[config.mk]
export PLATFORM = sky130hd
export DESIGN_NAME = sample_stream_assembler_flat
export DESIGN_NICKNAME = d
export VERILOG_FILES = /design/src/rtl/sample_stream_assembler_if.sv /design/src/rtl/sample_stream_assembler.sv /design/src/flat_wrapper.sv
export SDC_FILE = /design/constraint.sdc
export NUM_CORES = 1
export LEC_CHECK = 0
export BUFFER_PORTS_ARGS = -buffer_cell sky130_fd_sc_hd__buf_2
export CORE_ASPECT_RATIO = 1.25
export CORE_MARGIN = 2
export CORE_UTILIZATION = 53
export CTS_CLUSTER_DIAMETER = 200
export DETAILED_ROUTE_END_ITERATION = 16
export HOLD_SLACK_MARGIN = 0.06
export PLACE_DENSITY = 0.75
export SLEW_MARGIN = 15
export SYNTH_ARGS = -nofsm -noshare
export SYNTH_HDL_FRONTEND = slang
export SYNTH_SLANG_ARGS = --single-unit
export TNS_END_PERCENT = 10
[constraint.sdc]
create_clock -name i_clk -period 2.3 [get_ports i_clk]
set_clock_uncertainty 0.15 [all_clocks]
set_input_delay 0.23 -clock i_clk [delete_from_list [all_inputs] [get_ports i_clk]]
set_output_delay 0.23 -clock i_clk [all_outputs]
set_load 0.01 [all_outputs]
[src/rtl/sample_stream_assembler_if.sv]
// Byte-stream input / sample output bundle for sample_stream_assembler.
//
// Producer side (master) drives:
//   ena         block enable; 0 freezes acceptance and the timeout counter
//   byte_in     sample byte
//   byte_valid  level strobe; each 0->1 transition delivers one byte
//   sel_in      channel select, used in manual mode only
//   auto_mode   1 = channel taken from the internal round-robin counter
//   clr_err     clears the sticky frame_err flag
// Assembler side (slave) drives:
//   sample_out    assembled sample
//   sample_ch     channel of sample_out
//   sample_valid  one-cycle pulse per completed sample
//   frame_err     sticky framing / timeout error flag
//   busy          high while a partial sample is held
interface sample_stream_assembler_if #(
  parameter int unsigned DATA_WIDTH = 16,
  parameter int unsigned NUM_UNITS  = 4
);
  localparam int unsigned CH_W = $clog2(NUM_UNITS);

  logic                  ena;
  logic [7:0]            byte_in;
  logic                  byte_valid;
  logic [CH_W-1:0]       sel_in;
  logic                  auto_mode;
  logic                  clr_err;

  logic [DATA_WIDTH-1:0] sample_out;
  logic [CH_W-1:0]       sample_ch;
  logic                  sample_valid;
  logic                  frame_err;
  logic                  busy;

  modport master (
    output ena, byte_in, byte_valid, sel_in, auto_mode, clr_err,
    input  sample_out, sample_ch, sample_valid, frame_err, busy
  );

  modport slave (
    input  ena, byte_in, byte_valid, sel_in, auto_mode, clr_err,
    output sample_out, sample_ch, sample_valid, frame_err, busy
  );
endinterface

[src/rtl/sample_stream_assembler.sv]
// Sample stream assembler: front end of the spike-detector top layer.
//
// Collects DATA_WIDTH/8 bytes from an 8-bit stream strobed by a level
// byte_valid pin into one sample, tags it with a channel (from sel_in or an
// internal round-robin counter) and emits a registered one-cycle sample_valid.
// A channel or mode change mid-sample, or an inter-byte timeout, discards the
// partial sample and raises the sticky frame_err flag.
//
// Ports:
//   i_clk    system clock
//   i_rst_n  asynchronous active-low reset
//   bus      slave side of sample_stream_assembler_if (byte stream in,
//            sample / channel / valid / frame_err / busy out)
module sample_stream_assembler #(
  parameter int unsigned DATA_WIDTH     = 16,
  parameter int unsigned NUM_UNITS      = 4,
  parameter int unsigned MSB_FIRST      = 1,
  parameter int unsigned TIMEOUT_CYCLES = 64
) (
  input logic                      i_clk,
  input logic                      i_rst_n,
  sample_stream_assembler_if.slave bus
);

  localparam int unsigned BPS   = DATA_WIDTH / 8;
  localparam int unsigned CH_W  = $clog2(NUM_UNITS);
  localparam int unsigned CNT_W = (BPS > 1) ? $clog2(BPS) : 1;
  localparam int unsigned TMO_W = (TIMEOUT_CYCLES > 1) ? $clog2(TIMEOUT_CYCLES) : 1;

  localparam logic [CNT_W-1:0] LastIdx = CNT_W'(BPS - 1);
  localparam logic [CH_W-1:0]  ChLast  = CH_W'(NUM_UNITS - 1);
  localparam logic [TMO_W-1:0] TmoLast =
      (TIMEOUT_CYCLES == 0) ? '0 : TMO_W'(TIMEOUT_CYCLES - 1);

  typedef enum logic [0:0] {
    StIdle,
    StCollect
  } state_e;

  // State and datapath registers
  state_e                r_state;
  logic                  r_bv;
  logic                  r_armed;
  logic [CNT_W-1:0]      r_cnt;
  logic [TMO_W-1:0]      r_tmo;
  logic [DATA_WIDTH-1:0] r_acc;
  logic [CH_W-1:0]       r_ch;
  logic                  r_auto;
  logic [CH_W-1:0]       r_rr_ch;
  logic [DATA_WIDTH-1:0] r_sample;
  logic [CH_W-1:0]       r_sample_ch;
  logic                  r_sample_valid;
  logic                  r_frame_err;

  // Next-state values
  state_e                w_state_nxt;
  logic [CNT_W-1:0]      w_cnt_nxt;
  logic [TMO_W-1:0]      w_tmo_nxt;
  logic [DATA_WIDTH-1:0] w_acc_nxt;
  logic [CH_W-1:0]       w_ch_nxt;
  logic                  w_auto_nxt;
  logic [CH_W-1:0]       w_rr_ch_nxt;
  logic [DATA_WIDTH-1:0] w_sample_nxt;
  logic [CH_W-1:0]       w_sample_ch_nxt;
  logic                  w_sample_valid_nxt;
  logic                  w_frame_err_nxt;

  // Decode helpers
  logic                  w_accept;
  logic                  w_mismatch;
  logic                  w_first;
  logic                  w_tmo_hit;
  logic                  w_set_err;
  logic [CH_W-1:0]       w_ch_now;
  logic [CNT_W-1:0]      w_idx;
  logic [DATA_WIDTH-1:0] w_acc_base;
  logic [DATA_WIDTH-1:0] w_acc_msb;
  logic [DATA_WIDTH-1:0] w_acc_lsb;
  logic [DATA_WIDTH-1:0] w_acc_placed;

  // Byte acceptance. r_armed only matters right after reset: a strobe that is
  // already high when reset releases must go low and rise again before it
  // counts as a byte.
  assign w_accept = bus.ena & bus.byte_valid & ~r_bv & r_armed;

  assign w_ch_now = bus.auto_mode ? r_rr_ch : bus.sel_in;

  // A mode flip, or a manual channel change, while a partial sample is held
  // restarts assembly with the current byte as byte 1.
  assign w_mismatch = (r_state == StCollect) &&
                      ((bus.auto_mode != r_auto) ||
                       (!bus.auto_mode && (bus.sel_in != r_ch)));

  assign w_first = (r_state == StIdle) || w_mismatch;
  assign w_idx   = w_first ? '0 : r_cnt;

  // Fires on the enabled idle cycle that would bring the gap to TIMEOUT_CYCLES;
  // an accepted byte on that same cycle still counts as in time.
  assign w_tmo_hit = (TIMEOUT_CYCLES != 0) && (r_state == StCollect) && bus.ena &&
                     !w_accept && (r_tmo == TmoLast);

  // Byte placement
  assign w_acc_base = w_first ? '0 : r_acc;
  assign w_acc_msb  = (w_acc_base << 8) | DATA_WIDTH'(bus.byte_in);

  always_comb begin
    w_acc_lsb = w_acc_base;
    for (int unsigned k = 0; k < BPS; k++) begin
      if (w_idx == CNT_W'(k)) begin
        w_acc_lsb[8*k +: 8] = bus.byte_in;
      end
    end
  end

  assign w_acc_placed = (MSB_FIRST != 0) ? w_acc_msb : w_acc_lsb;

  // Next-state / output logic
  always_comb begin
    w_state_nxt        = r_state;
    w_cnt_nxt          = r_cnt;
    w_tmo_nxt          = r_tmo;
    w_acc_nxt          = r_acc;
    w_ch_nxt           = r_ch;
    w_auto_nxt         = r_auto;
    w_rr_ch_nxt        = r_rr_ch;
    w_sample_nxt       = r_sample;
    w_sample_ch_nxt    = r_sample_ch;
    w_sample_valid_nxt = 1'b0;
    w_set_err          = 1'b0;

    if (w_accept) begin
      w_set_err = w_mismatch;
      w_tmo_nxt = '0;
      if (w_first) begin
        w_ch_nxt   = w_ch_now;
        w_auto_nxt = bus.auto_mode;
      end
      if (w_idx == LastIdx) begin
        w_sample_nxt       = w_acc_placed;
        w_sample_ch_nxt    = w_first ? w_ch_now : r_ch;
        w_sample_valid_nxt = 1'b1;
        w_state_nxt        = StIdle;
        w_cnt_nxt          = '0;
        w_acc_nxt          = '0;
        if (bus.auto_mode) begin
          w_rr_ch_nxt = (r_rr_ch == ChLast) ? '0 : r_rr_ch + 1'b1;
        end
      end else begin
        w_state_nxt = StCollect;
        w_cnt_nxt   = w_idx + 1'b1;
        w_acc_nxt   = w_acc_placed;
      end
    end else if (w_tmo_hit) begin
      w_set_err   = 1'b1;
      w_state_nxt = StIdle;
      w_cnt_nxt   = '0;
      w_acc_nxt   = '0;
      w_tmo_nxt   = '0;
    end else if ((TIMEOUT_CYCLES != 0) && (r_state == StCollect) && bus.ena) begin
      w_tmo_nxt = r_tmo + 1'b1;
    end

    // A new error in the same cycle as clr_err leaves the flag set.
    w_frame_err_nxt = w_set_err | (r_frame_err & ~bus.clr_err);
  end

  always_ff @(posedge i_clk or negedge i_rst_n) begin
    if (!i_rst_n) begin
      r_state        <= StIdle;
      r_bv           <= 1'b0;
      r_armed        <= 1'b0;
      r_cnt          <= '0;
      r_tmo          <= '0;
      r_acc          <= '0;
      r_ch           <= '0;
      r_auto         <= 1'b0;
      r_rr_ch        <= '0;
      r_sample       <= '0;
      r_sample_ch    <= '0;
      r_sample_valid <= 1'b0;
      r_frame_err    <= 1'b0;
    end else begin
      // Edge detector tracks the strobe even while disabled, so a strobe that
      // rises during ena=0 is not delivered later.
      r_bv           <= bus.byte_valid;
      r_armed        <= r_armed | ~bus.byte_valid;
      r_state        <= w_state_nxt;
      r_cnt          <= w_cnt_nxt;
      r_tmo          <= w_tmo_nxt;
      r_acc          <= w_acc_nxt;
      r_ch           <= w_ch_nxt;
      r_auto         <= w_auto_nxt;
      r_rr_ch        <= w_rr_ch_nxt;
      r_sample       <= w_sample_nxt;
      r_sample_ch    <= w_sample_ch_nxt;
      r_sample_valid <= w_sample_valid_nxt;
      r_frame_err    <= w_frame_err_nxt;
    end
  end

  assign bus.sample_out   = r_sample;
  assign bus.sample_ch    = r_sample_ch;
  assign bus.sample_valid = r_sample_valid;
  assign bus.frame_err    = r_frame_err;
  assign bus.busy         = (r_state == StCollect);

endmodule
[src/flat_wrapper.sv]
// flat-port wrapper written by rule: the top's interface ports become plain ports
module sample_stream_assembler_flat 
#(
  parameter int unsigned DATA_WIDTH     = 16,
  parameter int unsigned NUM_UNITS      = 4,
  parameter int unsigned MSB_FIRST      = 1,
  parameter int unsigned TIMEOUT_CYCLES = 64
)
  (i_clk, i_rst_n, bus_ena, bus_byte_in, bus_byte_valid, bus_sel_in, bus_auto_mode, bus_clr_err, bus_sample_out, bus_sample_ch, bus_sample_valid, bus_frame_err, bus_busy);
  sample_stream_assembler_if #(.DATA_WIDTH(DATA_WIDTH), .NUM_UNITS(NUM_UNITS)) bus_i ();
  input logic i_clk;
  input logic i_rst_n;
  input wire logic [$bits(bus_i.ena)-1:0] bus_ena;
  input wire logic [$bits(bus_i.byte_in)-1:0] bus_byte_in;
  input wire logic [$bits(bus_i.byte_valid)-1:0] bus_byte_valid;
  input wire logic [$bits(bus_i.sel_in)-1:0] bus_sel_in;
  input wire logic [$bits(bus_i.auto_mode)-1:0] bus_auto_mode;
  input wire logic [$bits(bus_i.clr_err)-1:0] bus_clr_err;
  output wire logic [$bits(bus_i.sample_out)-1:0] bus_sample_out;
  output wire logic [$bits(bus_i.sample_ch)-1:0] bus_sample_ch;
  output wire logic [$bits(bus_i.sample_valid)-1:0] bus_sample_valid;
  output wire logic [$bits(bus_i.frame_err)-1:0] bus_frame_err;
  output wire logic [$bits(bus_i.busy)-1:0] bus_busy;
  assign bus_i.ena = bus_ena;
  assign bus_i.byte_in = bus_byte_in;
  assign bus_i.byte_valid = bus_byte_valid;
  assign bus_i.sel_in = bus_sel_in;
  assign bus_i.auto_mode = bus_auto_mode;
  assign bus_i.clr_err = bus_clr_err;
  assign bus_sample_out = bus_i.sample_out;
  assign bus_sample_ch = bus_i.sample_ch;
  assign bus_sample_valid = bus_i.sample_valid;
  assign bus_frame_err = bus_i.frame_err;
  assign bus_busy = bus_i.busy;
  sample_stream_assembler #(.DATA_WIDTH(DATA_WIDTH), .NUM_UNITS(NUM_UNITS), .MSB_FIRST(MSB_FIRST), .TIMEOUT_CYCLES(TIMEOUT_CYCLES)) u_core (.i_clk(i_clk), .i_rst_n(i_rst_n), .bus(bus_i));
endmodule
==> out/qor.csv <==
stage,metric,value,unit
die,I/O pins,37,
clock_tree,H-tree Lvls,2,
synthesis,register area share after synthesis,0.576,
route,Top Layer Used,met4,
synthesis,Synth Flop Type,dfrtp_1,
synthesis,Compound-Gate Fraction of Synth Area,0.0926,
layout,final core occ,0.688,
setup_path,CP Max Fanout,19,
sta,Final Cycle Share,0.888,
synthesis,post-synthesis xor/xnor area fraction,0.0288,
die,Std-Cell Rows,23,
sta,Max Fclk,490,MHz
synthesis,post-synthesis simple-gate area fraction,0.0947,
sta,count of pins over their slew limit,0,
clock_tree,Clock transition at path regs,70,ps
synthesis,leading area contributor after synthesis,dfrtp_1,
synthesis,syn nets,143,
layout,ANT cells,0,
sta,Max-slew headroom,0.399,
sta,RSZ-0062 raised after global routing,false,
synthesis,Area contributors post-synth,"dfrtp_1 (58%), mux2_2 (8.6%), mux2_4 (8.2%)",
die,Initial Util,0.561,
grt,largest net degree at the start of global routing,43,
sta,WHS,95.6,ps
clock_tree,root buffer cell,clkbuf_8,
route,metal2 WL,1.62,mm
synthesis,Post-synth top cells,"dfrtp_1 (42), mux2_2 (14), mux2_4 (10)",
placement,placed cell count,194,
synthesis,Mapped Cells,125,
synthesis,multiplexer share of the synthesized area,0.169,
synthesis,post-synthesis adder-cell area fraction,0.0137,
die,height of the die,69.6,um
layout,P&R area growth vs syn,22.6,%
setup_path,crit path kind,input port to register,
setup_path,required time of the critical path,2330,ps
grt,total congestion overflow,0,
placement,input/output buffers,36,
power,Leak,1.13,nW
setup_path,arrival time at the worst endpoint,2070,ps
clock_tree,Worst-Skew Late Latency,300,ps
die,Core Footprint,3250,um2
worst_hold_path,HP Class,input port to register,
outcome,status,"finished, final reports clean",
flow_run,max-cap viol count,0,
sta,final hold violation count,0,
route,Routed WL per cell,15.6,um
route,number of routed nets with antenna violations,0,
die,Die W,56.5,um
synthesis,mapped cell area,1820,um2
route,Vias,1158,
route,M1 WL,1.48,mm
synthesis,library cells used by synthesis,35,
synthesis,main combinational cell family by area after synthesis,multiplexers,
synthesis,syn_area_per_cell,14.6,um2
clock_tree,CTS max path bufs,2,
power,PD cells,1000,nW/um2
grt,GRT Total Usage,0.190,
power,Peak VDD IR,0.757,mV
route,DRC Markers,0,
sta,final setup vio count,0,
layout,"non-filler cells, final",213,
clock_tree,TritonCTS Buffers,5,
route,drt pass-1 iters,4,
synthesis,ys async rst share,1.00,
synthesis,top-count cell post-synth,dfrtp_1,
layout,"Net count, final",193,
setup_path,critical path endpoint category,register,
sta,measured slew at the worst slew-check pin,901,ps
sta,final setup TNS,0,ps
placement,placer congestion estimate,0.742,
synthesis,Post-synth EDFFs,0,
sta,min Tclk post-route,2040,ps
synthesis,share of the synthesized area in the top cell type,0.576,
setup_path,R2R Setup Slk,370,ps
synthesis,Yosys Warn Count,0,
grt,vias in the first global route,1240,
placement,post-DP HPWL,2.21,mm
synthesis,"flops & latches, synth",42,
die,die footprint,3930,um2
route,metal3 WL,149,um
route,drt first-iter violations,31,
layout,share of cells above drive strength 1,0.460,
grt,initial antenna violation count,0,
route,Avg Vias per Cell,5.44,
clock_tree,clock net sink count,42,
route,drt total wl,3.32,mm
clock_tree,CTS tree,built,
setup_path,Worst setup SP type,input port,
grt,global-route wire length before repair,5.60,mm
==> registers in the layout, summed over array words and instances (netlist names) <==
| register | cells |
|---|---|
| u_core.r_ch | 2 |
| u_core.r_tmo | 6 |
| u_core.bus.frame_err | 1 |
| u_core.bus.sample_ch | 2 |
| u_core.r_acc | 8 |
| u_core.r_auto | 1 |
| u_core.r_armed | 1 |
| u_core.r_rr_ch | 2 |
| u_core.bus.sample_valid | 1 |
| u_core.bus.sample_out | 16 |
| u_core.r_bv | 1 |
| u_core.r_cnt | 1 |
==> final timing paths <==
path                            cells past startpoint                         to            startpoint
worst max-delay path                                6  u_core.bus.sample_out[15]        bus_byte_valid
worst min-delay path                                2              u_core.r_auto         bus_auto_mode
worst max register to register                      4             u_core.r_ch[1]        u_core.r_ch[1]
worst min register to register                      2       u_core.bus.frame_err  u_core.bus.frame_err
max in group asynchronous                           2             u_core.r_ch[0]               i_rst_n
min in group asynchronous                           2            u_core.r_tmo[2]               i_rst_n
==> routing by layer <==
layer,vias up,GRT usage
met5,-,0
met4,0,0.0952
met3,8,0.0765
met2,27,0.286
met1,575,0.234
li1,548,-
==> power breakdown <==
| group | switching [W] | internal, W | leakage, nW |
|---|---|---|---|
| logic | 0.000248 | 0.000332 | 0.539 |
| clock network | 0.000252 | 0.000324 | 0.0514 |
| registers | 0.000137 | 0.000942 | 0.540 |
==> cell usage in the layout, fill, tap and decap left out, types with 2 or more instances in the layout <==
cell type      netlist  routed
nor3_1               4       4
buf_2                1      36
mux2_4              10      10
nor2_1               3       3
mux2_2              14      14
dlygate4sd3_1        0      11
dfrtp_1             42      42
and2_1               3       3
a22o_2               8       8
xnor2_1              2       2
nand2_1              3       3
o2111ai_1            2       2
a21oi_1              2       2
ha_1                 2       2
nand3_1              3       3
clkbuf_8             0       5
nand2b_1             3       3
xor2_1               4       4
==> stage by stage <==
stage	instance area, um2	setup WS (ps)	total power, W
finish	2240	258	0.00224
CTS	2240	266	0.00226
global placement	2020	424	0.00163
global route	2240	203	0.00237
floorplan	1820	603	0.00145
detailed placement	2020	352	0.00166
==> worst max-delay path, stage by stage <==
cell and delay (ps):
dlygate4sd3_1 520, buf_2 120, and4b_1 340, nand2_2 130, nor2_8 340, mux2_2 380
==> repair_timing <==
action | CTS | global route
endpoints found under the setup margin | 0 | 0
hold buffers | 11 | 0
buffers inserted | 0 | 0
resized for setup | 0 | 0
hold endpoints to repair | 61 | 0
==> cell type report <==
type | count | area [um2]
Clock buffer | 6 | 72.6
Fill cell | 241 | 1020
Clock inverter | 2 | 37.5
Multi-Input combinational cell | 77 | 727
Inverter | 1 | 3.75
Timing Repair Buffer | 48 | 298
Tap cell | 37 | 46.3
Sequential cell | 42 | 1050
==> cell families (layout without fill, tap and decap cells) <==
kind of cell	count (synthesis)	in the layout
muxes	24	24
and+or+nand+nor	27	27
xor gates and xnor gates	6	6
AOI/OAI and AO/OA	18	18
buffers and inverters	6	57
DFF	42	42
adders and majority gates	2	2
Power figures use the tool's default switching activity.
